`config.mk`:
```
export PLATFORM = sky130hd
export DESIGN_NAME = sha256_digest_uart_tx
export DESIGN_NICKNAME = d
export VERILOG_FILES = /design/src/rtl/sha256_digest_uart_tx.sv
export SDC_FILE = /design/constraint.sdc
export NUM_CORES = 1
export LEC_CHECK = 0
export ABC_CLOCK_PERIOD_IN_PS = 4650
export CAP_MARGIN = 0
export CORE_ASPECT_RATIO = 0.9
export CORE_MARGIN = 3
export CORE_UTILIZATION = 50
export CTS_CLUSTER_DIAMETER = 120
export CTS_CLUSTER_SIZE = 16
export DETAILED_ROUTE_END_ITERATION = 8
export GPL_TIMING_DRIVEN = 0
export PLACE_DENSITY_LB_ADDON = 0.2
export SLEW_MARGIN = 30
export SYNTH_ARGS = -nofsm -noshare
export SYNTH_HDL_FRONTEND = slang
export SYNTH_SLANG_ARGS = --single-unit
```
`constraint.sdc`:
```
create_clock -name clk -period 4.65 [get_ports clk]
set_input_delay 0.93 -clock clk [delete_from_list [all_inputs] [get_ports clk]]
set_output_delay 0.93 -clock clk [all_outputs]
set_load 0.02 [all_outputs]
```
`src/rtl/sha256_digest_uart_tx.sv`:
```
// Streams a latched 256-bit SHA-256 digest over an 8N1 UART as 64 lowercase
// hex characters followed by CR LF, with back-to-back frames and no idle gaps.
module sha256_digest_uart_tx #(
    parameter int unsigned CLK_FREQ  = 50_000_000,
    parameter int unsigned BAUD_RATE = 115200
) (
    input  logic         clk,
    input  logic         rst_n,
    input  logic [255:0] digest_in,
    input  logic         digest_valid,
    output logic         tx,
    output logic         busy,
    output logic         done
);

    localparam int unsigned BIT_TICKS = CLK_FREQ / BAUD_RATE;
    localparam int unsigned TICK_W    = (BIT_TICKS > 1) ? $clog2(BIT_TICKS) : 1;
    localparam int unsigned NUM_BYTES = 66;
    localparam logic [6:0]  LAST_BYTE = 7'(NUM_BYTES - 1);
    localparam logic [6:0]  CR_BYTE   = 7'(NUM_BYTES - 2);

    typedef enum logic [1:0] {IDLE, START, DATA, STOP} state_t;

    state_t              state, state_nxt;
    logic [TICK_W-1:0]   tick_cnt, tick_nxt;
    logic [2:0]          bit_cnt, bit_nxt;
    logic [6:0]          byte_idx, byte_nxt;
    logic [255:0]        digest_reg, digest_nxt;
    logic                tx_nxt, busy_nxt, done_nxt;

    logic                bit_end_c;
    logic                accept_c;
    logic [5:0]          nib_sel_c;
    logic [3:0]          nib_c;
    logic [7:0]          char_c;

    assign bit_end_c = (tick_cnt == TICK_W'(BIT_TICKS - 1));
    // A request landing on the done cycle is dropped; IDLE accepts from the next cycle.
    assign accept_c  = (state == IDLE) && digest_valid && !done;

    // Character for the current byte index: hex nibble MSB first, then CR, LF.
    assign nib_sel_c = 6'(7'd63 - byte_idx);
    assign nib_c     = digest_reg[{nib_sel_c, 2'b00} +: 4];
    always_comb begin
        if (byte_idx == CR_BYTE)
            char_c = 8'h0D;
        else if (byte_idx == LAST_BYTE)
            char_c = 8'h0A;
        else if (nib_c < 4'd10)
            char_c = 8'h30 + {4'h0, nib_c};
        else
            char_c = 8'h57 + {4'h0, nib_c};
    end

    always_ff @(posedge clk or negedge rst_n) begin
        if (!rst_n)
            state <= IDLE;
        else
            state <= state_nxt;
    end

    always_comb begin
        state_nxt = state;
        unique case (state)
            IDLE:  if (accept_c) state_nxt = START;
            START: if (bit_end_c) state_nxt = DATA;
            DATA:  if (bit_end_c && bit_cnt == 3'd7) state_nxt = STOP;
            STOP:  if (bit_end_c) state_nxt = (byte_idx == LAST_BYTE) ? IDLE : START;
            default: state_nxt = IDLE;
        endcase
    end

    // Next values for the registered outputs and the bit/byte/tick counters.
    always_comb begin
        tick_nxt   = bit_end_c ? '0 : TICK_W'(tick_cnt + 1'b1);
        bit_nxt    = bit_cnt;
        byte_nxt   = byte_idx;
        digest_nxt = digest_reg;
        tx_nxt     = tx;
        busy_nxt   = busy;
        done_nxt   = 1'b0;
        unique case (state)
            IDLE: begin
                tick_nxt = '0;
                if (accept_c) begin
                    digest_nxt = digest_in;
                    byte_nxt   = '0;
                    bit_nxt    = '0;
                    tx_nxt     = 1'b0;
                    busy_nxt   = 1'b1;
                end
            end
            START: begin
                if (bit_end_c) begin
                    bit_nxt = '0;
                    tx_nxt  = char_c[0];
                end
            end
            DATA: begin
                if (bit_end_c) begin
                    if (bit_cnt == 3'd7) begin
                        tx_nxt = 1'b1;
                    end else begin
                        bit_nxt = bit_cnt + 3'd1;
                        tx_nxt  = char_c[bit_cnt + 3'd1];
                    end
                end
            end
            STOP: begin
                if (bit_end_c) begin
                    if (byte_idx == LAST_BYTE) begin
                        byte_nxt = '0;
                        tx_nxt   = 1'b1;
                        busy_nxt = 1'b0;
                        done_nxt = 1'b1;
                    end else begin
                        byte_nxt = byte_idx + 7'd1;
                        tx_nxt   = 1'b0;
                    end
                end
            end
            default: tick_nxt = '0;
        endcase
    end

    always_ff @(posedge clk or negedge rst_n) begin
        if (!rst_n) begin
            tick_cnt   <= '0;
            bit_cnt    <= '0;
            byte_idx   <= '0;
            digest_reg <= '0;
            tx         <= 1'b1;
            busy       <= 1'b0;
            done       <= 1'b0;
        end else begin
            tick_cnt   <= tick_nxt;
            bit_cnt    <= bit_nxt;
            byte_idx   <= byte_nxt;
            digest_reg <= digest_nxt;
            tx         <= tx_nxt;
            busy       <= busy_nxt;
            done       <= done_nxt;
        end
    end

endmodule

```
==> results.cfg <==
[run_status]
outcome = finished, final reports clean

[grt]
grt_pass1_vias = 9346
overflow = 0
track_usage = 0.252
antenna_found_initial = 2
grt_max_degree = 85
grt_pass1_wl_um = 54500

[setup_path]
setup.worst_path.start = byte_idx[1]$_DFFE_PN0P_
crit_arrival_ps = 4580
start_kind = register
cp.required_ps = 5100
critPathMaxFanout = 10
worst_setup_path_end_kind = register
r2r_setup_slack_ps = 520
crit_type = register to register
r2r_start = byte_idx[1]$_DFFE_PN0P_

[timing]
post-route-period-util = 0.889
slew_headroom = 0.448
slew_viol_final = 0
rsz0062_at_grt = false
finalSetupViolCount = 0
period_minus_slack_ps = 4130
skew_ps = 10.4
worst_pin_slew_ps = 828
clock.fmax_mhz = 242
timing.hold.ws_ps = 291
hold_violations = 0

[clock_tree]
ctsHoldBuffers = 0
insertion_delay_ps = 520
cts_resized = 0
cts_sinks = 280
cts_setup_buffers = 0
cts_buffer_depth = 3
cts-root-buf = clkbuf_16
htreeDepth = 1
path_clk_slew_ps = 70
cts_made_buffers = 21
cts_tree = done

[placement]
gp_congestion = 0.936
dp_hpwl_um = 26000
io_buffers = 261
dpl_cell_area_sq_um = 16200

[synthesis]
syn_avg_cell_area_sq_um = 14.5
syn_nets = 1170
ys_types = 56
ys_ff_latch = 280
synth_top_area_frac = 0.535
netlist_area_sq_um = 13100
syn_inst = 899
yosysWarnings = 0
async_flop_share = 1.00
synth_seq_area_share = 0.537
synthTopCellsByCount = dfrtp_1 (279), mux2_2 (258), mux4_2 (56)
synthFlopType = dfrtp_1
yosysMostFrequentCell = dfrtp_1
synth-edff-count = 0
yosysTopAreaCell = dfrtp_1
ys_top_cells_by_area = dfrtp_1 (53%), mux2_2 (22%), mux4_2 (9.7%)

[cells_and_area]
largest_reg_flops = 256
drive_gt1_frac = 0.304
nNetsFinal = 1457
postLayoutCellArea_sq_um = 16700
diodes = 0
area_delta_synth_final_pct = 28.3

[die]
die_h_um = 159
ioPinCount = 262
num_rows = 55
die_w_um = 176
start_util = 0.514
core_area_sq_um = 25400
dieArea_sq_um = 28100

[detailed_routing]
vias = 8736
drtIter0Drc = 673
wl_per_cell_um = 23.0
drt_pre_antenna_iters = 5
route.detailed.drc = 0
routed_wl_um = 35400
viasPerCell = 5.69
final_antenna_net_count = 0

[run]
max_cap_viol_count = 0

[worst_hold_path]
hp-class = input pin to async pin

[pwr]
power.leakage_uw = 0.00778
ir_drop_mv = 0.217
power_per_cell_area_nw_per_um2 = 262
-- cell families (layout without fill, tap and decap cells) --
group                      Yosys count  count (layout)  share of synthesized area
and+or+nand+nor                    115             115                     0.0423
AOI/OAI and AO/OA                   70              70                     0.0385
xor gates and xnor gates             8               8                    0.00537
DFF                                280             280                      0.537
buffers and inverters               71             365                     0.0239
muxes                              343             343                      0.341
adders and majority gates           12              12                     0.0115
-- per-layer routing --
layer | global-route usage | share of wire | vias up
met2 | 0.407 | 0.47 | 323
met3 | 0.0606 | 0.077 | 60
met5 | 0 | 0.00065 | -
met1 | 0.355 | 0.43 | 4454
met4 | 0.0461 | 0.019 | 4
li1 | - | - | 3895
-- metrics by stage --
| step | setup slack (ps) | setup TNS (ps) | utilization | total power, uW | instances |
|---|---|---|---|---|---|
| 3_3_place_gp | -9560 | -2665240 | 0.634 | 2760 | 1502 |
| 2_1_floorplan | 1420 | 0 | - | 2480 | 899 |
| 6_report | 516 | 0 | 0.660 | 4390 | 1535 |
| 3_5_place_dp | 582 | 0 | 0.637 | 2770 | 1505 |
| 5_1_grt | 284 | 0 | 0.660 | 4540 | 1535 |
| 4_1_cts | 557 | 0 | 0.660 | 4430 | 1535 |
-- power breakdown --
group / leakage, uW / total (uW) / switching (uW) / internal (uW)
Sequential: 0.00389 / 2430 / 0 / 2430
Combinational: 0.00362 / 283 / 85.2 / 197
Clock: 0.000276 / 1670 / 842 / 832
Total: 0.00778 / 4390 / 928 / 3460
-- final cells by class --
type                    instances  area, sq um
well taps                     342          428
inverters                      14         52.6
flip-flops and latches        280         7010
fillers                      1881         8640
clock buffers                  28          552
repair buffers                264         2700
plain buffers                  57          259
clock inverters                 2         17.5
multi-input cells             548         5730
-- path summary, 6_finish.rpt --
| check | depth (start not counted) | endpoint |
|---|---|---|
| worst max-delay path | 14 | tx$_DFFE_PN1P_ |
| worst min-delay path | 1 | digest_reg[232]$_DFFE_PN0P_ |
| worst max register to register | 14 | tx$_DFFE_PN1P_ |
| worst min register to register | 2 | bit_cnt[1]$_DFFE_PN0P_ |
| max in group asynchronous | 3 | digest_reg[84]$_DFFE_PN0P_ |
| min in group clk | 2 | bit_cnt[1]$_DFFE_PN0P_ |
-- critical path, cell delays in order, from the launching register on --
cell and delay (ps):
dfrtp_1 350, buf_4 210, buf_2 380, buf_2 530
mux4_2 400, mux4_2 540, mux4_2 510, inv_1 70
ha_1 180, nand3_1 80, mux2i_1 140, a221o_1 190
nor3b_1 210, o22ai_1 110, a21oi_1 130
-- cells in the final DEF (no fill, tap or decap), drive strengths merged, types with 5 or more instances in the layout --
master         count
a21oi              8
nand3             18
o211ai             7
mux4              56
mux2i             29
clkdlybuf4s50    260
clkbuf            66
buf               23
inv               15
mux2             258
nor2              28
o21ai             16
nand2b             5
dfrtp            279
nor2b              5
a22oi             12
ha                12
nand2             35
nand4              7
xnor2              6
No activity file was read; power rests on OpenSTA's default activity.
